$ cat config.mk
export PLATFORM = sky130hd
export DESIGN_NAME = denise_clut_sequencer
export DESIGN_NICKNAME = d
export VERILOG_FILES = /design/src/rtl/denise_clut_sequencer.sv
export SDC_FILE = /design/constraint.sdc
export NUM_CORES = 1
export LEC_CHECK = 0
export ABC_CLOCK_PERIOD_IN_PS = 1400
export BUFFER_PORTS_ARGS = -buffer_cell sky130_fd_sc_hd__clkbuf_2
export CAP_MARGIN = 25
export CORE_MARGIN = 3
export CORE_UTILIZATION = 41
export CTS_BUF_LIST = sky130_fd_sc_hd__clkbuf_16
export CTS_CLUSTER_DIAMETER = 30
export DETAILED_ROUTE_END_ITERATION = 10
export GPL_TIMING_DRIVEN = 0
export PLACE_DENSITY = 0.74
export SLEW_MARGIN = 20
export SYNTH_ARGS = -nofsm -noshare
export SYNTH_HDL_FRONTEND = slang
export SYNTH_SLANG_ARGS = --single-unit
export TNS_END_PERCENT = 1
$ cat constraint.sdc
create_clock -name clk -period 1.4 [get_ports clk]
set_clock_uncertainty 0.1 [all_clocks]
set_input_delay 0 -clock clk [delete_from_list [all_inputs] [get_ports clk]]
set_output_delay 0 -clock clk [all_outputs]
set_load 0.02 [all_outputs]
$ cat src/rtl/denise_clut_sequencer.sv
// Denise colour lookup RAM access sequencer: shares the single RAM port between COLORxx writes,
// a bulk palette loader, an auto-clear sweep and (MINIMIG_CLUT_READBACK_EN) host readback.
module denise_clut_sequencer #(
    parameter logic [8:0] COLORBASE = 9'h180
) (
    input  logic        clk,
    input  logic        reset,
    input  logic        clk7_en,
    input  logic [8:1]  reg_address_in,
    input  logic [11:0] data_in,
    input  logic [2:0]  bank,
    input  logic        loct,
    input  logic        ld_valid,
    output logic        ld_ready,
    input  logic [7:0]  ld_adr,
    input  logic [23:0] ld_dat,
    input  logic        clr_req,
    output logic        clr_done,
    input  logic        rb_req,
    input  logic [7:0]  rb_adr,
    output logic        rb_ack,
    output logic [23:0] rb_dat,
    output logic [7:0]  clut_wr_adr,
    output logic        clut_wr_en,
    output logic [31:0] clut_wr_dat,
    output logic [3:0]  clut_wr_bs,
    output logic        clut_rdram,
    input  logic [31:0] clut_rd_dat,
    output logic        busy
);

`ifdef MINIMIG_CLUT_READBACK_EN
    typedef enum logic [1:0] {StIdle, StClear, StRbRd, StRbCap} state_t;
`else
    typedef enum logic [1:0] {StIdle, StClear} state_t;
`endif

    state_t      state;
    logic        hold_full;
    logic [7:0]  hold_adr;
    logic [31:0] hold_dat;
    logic [3:0]  hold_bs;
    logic        clr_pend;
    logic [7:0]  cnt;

    logic capture;
    logic drain;
    logic rb_go;
    logic busy_nx;

    assign capture = clk7_en && (reg_address_in[8:6] == COLORBASE[8:6]);
    assign drain   = hold_full && (state == StIdle || state == StClear);

`ifdef MINIMIG_CLUT_READBACK_EN
    logic unused_rd_bits;
    assign rb_go          = rb_req;
    assign unused_rd_bits = ^{clut_rd_dat[31:28], clut_rd_dat[15:12]};
`else
    logic unused_rb;
    assign rb_go      = 1'b0;
    assign rb_ack     = 1'b0;
    assign rb_dat     = 24'h0;
    assign clut_rdram = 1'b0;
    assign unused_rb  = ^{rb_req, rb_adr, clut_rd_dat};
`endif

    assign ld_ready = !reset && state == StIdle && !hold_full && !rb_go && !clr_pend && !capture;

    // busy mirrors the state and HOLD occupancy that the coming edge will produce
    always_comb begin
        busy_nx = capture || (hold_full && !drain);
        case (state)
            StIdle:  if (!hold_full && (rb_go || clr_pend)) busy_nx = 1'b1;
            StClear: if (hold_full || cnt != 8'hFF) busy_nx = 1'b1;
`ifdef MINIMIG_CLUT_READBACK_EN
            StRbRd:  busy_nx = 1'b1;
`endif
            default: ;
        endcase
    end

    always_ff @(posedge clk) begin
        if (reset) begin
            state       <= StIdle;
            hold_full   <= 1'b0;
            hold_adr    <= 8'h0;
            hold_dat    <= 32'h0;
            hold_bs     <= 4'h0;
            clr_pend    <= 1'b0;
            cnt         <= 8'h0;
            clr_done    <= 1'b0;
            clut_wr_adr <= 8'h0;
            clut_wr_en  <= 1'b0;
            clut_wr_dat <= 32'h0;
            clut_wr_bs  <= 4'h0;
            busy        <= 1'b0;
`ifdef MINIMIG_CLUT_READBACK_EN
            rb_ack      <= 1'b0;
            rb_dat      <= 24'h0;
            clut_rdram  <= 1'b0;
`endif
        end else begin
            clut_wr_en <= 1'b0;
            clr_done   <= 1'b0;
            busy       <= busy_nx;
`ifdef MINIMIG_CLUT_READBACK_EN
            rb_ack     <= 1'b0;
            clut_rdram <= 1'b0;
`endif
            // a capture on the drain edge replaces the entry being written out
            if (capture) begin
                hold_full <= 1'b1;
                hold_adr  <= {bank, reg_address_in[5:1]};
                hold_dat  <= {4'b0, data_in, 4'b0, data_in};
                hold_bs   <= loct ? 4'b0011 : 4'b1111;
            end else if (drain) begin
                hold_full <= 1'b0;
            end

            if (clr_req && state != StClear) clr_pend <= 1'b1;

            if (drain) begin
                clut_wr_en  <= 1'b1;
                clut_wr_adr <= hold_adr;
                clut_wr_dat <= hold_dat;
                clut_wr_bs  <= hold_bs;
            end else begin
                case (state)
                    StIdle: begin
                        if (rb_go) begin
`ifdef MINIMIG_CLUT_READBACK_EN
                            state       <= StRbRd;
                            clut_rdram  <= 1'b1;
                            clut_wr_adr <= rb_adr;
`endif
                        end else if (clr_pend) begin
                            state    <= StClear;
                            cnt      <= 8'h0;
                            clr_pend <= 1'b0;
                        end else if (ld_valid && ld_ready) begin
                            clut_wr_en  <= 1'b1;
                            clut_wr_adr <= ld_adr;
                            clut_wr_dat <= {4'b0, ld_dat[23:20], ld_dat[15:12], ld_dat[7:4],
                                            4'b0, ld_dat[19:16], ld_dat[11:8], ld_dat[3:0]};
                            clut_wr_bs  <= 4'b1111;
                        end
                    end
                    StClear: begin
                        clut_wr_en  <= 1'b1;
                        clut_wr_adr <= cnt;
                        clut_wr_dat <= 32'h0;
                        clut_wr_bs  <= 4'b1111;
                        cnt         <= cnt + 8'd1;
                        if (cnt == 8'hFF) begin
                            clr_done <= 1'b1;
                            state    <= StIdle;
                        end
                    end
`ifdef MINIMIG_CLUT_READBACK_EN
                    StRbRd: begin
                        clut_rdram <= 1'b1;
                        state      <= StRbCap;
                    end
                    StRbCap: begin
                        rb_ack <= 1'b1;
                        rb_dat <= {clut_rd_dat[27:24], clut_rd_dat[11:8], clut_rd_dat[23:20],
                                   clut_rd_dat[7:4], clut_rd_dat[19:16], clut_rd_dat[3:0]};
                        state  <= StIdle;
                    end
`endif
                    default: state <= StIdle;
                endcase
            end
        end
    end

endmodule

==> impl_metrics.ini <==
[setup_path]
critPathKind = flop to flop
cp-end-kind = flop
cp_cell_sequence = nor3b_4 > buf_4 > a21oi_4 > buf_8 > o41ai_2
required_ns = 1.53
path_max_fanout = 10
crit_family = flip-flops
cp_data_arrival_time_ns = 1.66
cp_slowest_cell = dfxtp_4
start_kind = flop
max_stage_delay_ns = 0.39
cp_num_buf_inv = 2

[route]
viasPerCell = 5.09
wl_per_cell_um = 15.7
drt-initial-drc-count = 171
first_pass_iters = 4
drt_wl_total_um = 10500
ant_nets = 0
num_vias = 3405
drc_errors = 0

[cts]
h-tree-depth = 3
cts_root_buf = clkbuf_16
clkTransAtPathRegs_ns = 0.06
cts_buffers = 9
cts_num_sinks = 70
cts_tree = yes
insertion_delay_ns = 0.33
clk_path_buf_depth = 2

[die]
coreArea_um2 = 7810
die_h_um = 96.0
die_x_um = 96.0
io-pin-count = 176
initial_utilization = 0.425
rows = 32
die-area_um2 = 9210

[logic_synthesis]
synth_most_common_cell = dfxtp_1
synth.area.top_cells = dfxtp_1, buf_4, o221a_1
netlist.area_leader.share = 0.422
ys.flop_type = dfxtp_1
yosysSeqAreaShare = 0.422
yosys-top-cells-count = dfxtp_1, nand2_1, a21oi_1
async_flop_share = 0
synth_edf_count = 0
ys_warn_count = 0
synth-seq-cells = 70
netlist_area_um2 = 3320
post_synth.cell_area_avg_um2 = 9.12
synth_cell_types = 44
synth_top_area_cell = dfxtp_1
syn-instance-count = 364

[timing]
rsz0062_at_grt = true
hold_violations = 0
fmax_mhz = 655
slew_headroom = 0.547
timing.final.crit_share = 1.09
period_minus_slack_ns = 1.53
worstMarginPinSlew_ns = 0.680
slew_violations = 0
setup_ws_ns = -0.127
fin_setup_tns_ns = -2.33
setup_viol = 40
holdWs_ns = 0.0754

[placement]
dpl_worst_slack_ns = -0.242
placed_cells = 598
dpl_cell_area_um2 = 4070
place.detailed.hpwl_um = 6930
io_buffers = 99
gp_congestion = 0.832

[run_status]
violations = setup timing
status = finished, violations left

[layout]
fin_util = 0.658
fill_cells = 623
stdcell_area_um2 = 5140
nets = 665
fin_cells = 669
drive_above_1_share = 0.393
antenna_cells = 0
area_growth_pct = 54.8

[pwr]
total_power_mw = 6.10
power.ir.vdd_worst_mv = 0.606
leakage_nw = 2.26
power_density_nw_per_um2 = 1190

[run]
cap_violations = 0

[global_routing]
grt-ovfl-total = 0
grt_pass1_vias = 3246
grt_pass1_wl_um = 15500
grt_usage = 0.220
antenna_found_initial = 0
grt_max_degree = 14

[worst_hold_path]
hold_path.class = input port to flop
==> power breakdown <==
| group | internal (mW) | switching [mW] | leakage (nW) |
|---|---|---|---|
| Clock | 1.57 | 0.912 | 0.150 |
| Sequential | 2.14 | 0.105 | 0.576 |
| Combinational | 0.627 | 0.743 | 1.54 |
==> cell usage in the layout (no fill, tap or decap), drive strengths merged, types with 4 or more instances in the layout <==
master,instances
buf,65
nand2,58
inv,9
clkbuf,115
nor2,16
a211oi,9
dfxtp,70
conb,34
a21oi,43
o21ai,4
o2111ai,8
nor2b,5
o41ai,8
nand3,15
o221a,24
dlygate4sd3,47
==> worst min-delay path: stages <==
cell and delay [ns]:
buf_2 0.16, inv_1 0.13, nand3b_1 0.10, mux2i_1 0.06
==> layout make-up <==
cell class                 instances  area [um^2]  share of cell area
multi-input combinational        256         1720               0.334
inverter                           7         26.3             0.00511
sequential                        70         1420               0.275
timing repair buffer             156         1050               0.205
tap                              102          128              0.0248
clock buffer                       9          225              0.0438
clock inverter                     7         96.3              0.0188
buffer                            62          477              0.0928
==> timing repair <==
action | CTS | global route
hold endpoints to repair | 48 | 0
setup buffers | 5 | 5
pin swaps | 11 | 19
resized for setup | 28 | 30
hold buffers | 47 | 0
endpoints found under the setup margin | 46 | 48
==> final timing paths <==
kind	start	endpoint	slack [ns]	cells after the start
max	clr_pend	clut_wr_adr[7]	-0.13	5
max reg2reg	clr_pend	clut_wr_adr[7]	-0.13	5
min reg2reg	hold_dat[16]	hold_dat[16]	0.36	2
min	reset	cnt[7]	0.08	4
==> logic make-up after synthesis <==
kind of cell / after synthesis / share of synthesized area
multiplexers: 1 / 0.00302
other: 1 / 0.00113
AND/OR/NAND/NOR: 117 / 0.172
adder cells (fa/ha/maj): 1 / 0.00377
flip-flops: 70 / 0.422
AO/OA/AOI/OAI: 103 / 0.256
buffers and inverters: 71 / 0.142
==> state kept, by name, indices dropped and copies added (netlist names), 2 cells and up <==
| name | cells |
|---|---|
| hold_adr | 8 |
| clut_wr_bs | 2 |
| hold_dat | 12 |
| clut_wr_adr | 8 |
| clut_wr_dat | 24 |
| hold_bs | 2 |
| cnt | 8 |
==> layer usage <==
metal	up-vias	part of all wire	global-route usage
met2	137	0.51	0.398
li1	1646	-	-
met1	1596	0.41	0.248
met4	0	0.019	0.0912
met5	-	0	0
met3	26	0.058	0.0493
No activity file was read; power rests on OpenSTA's default activity.
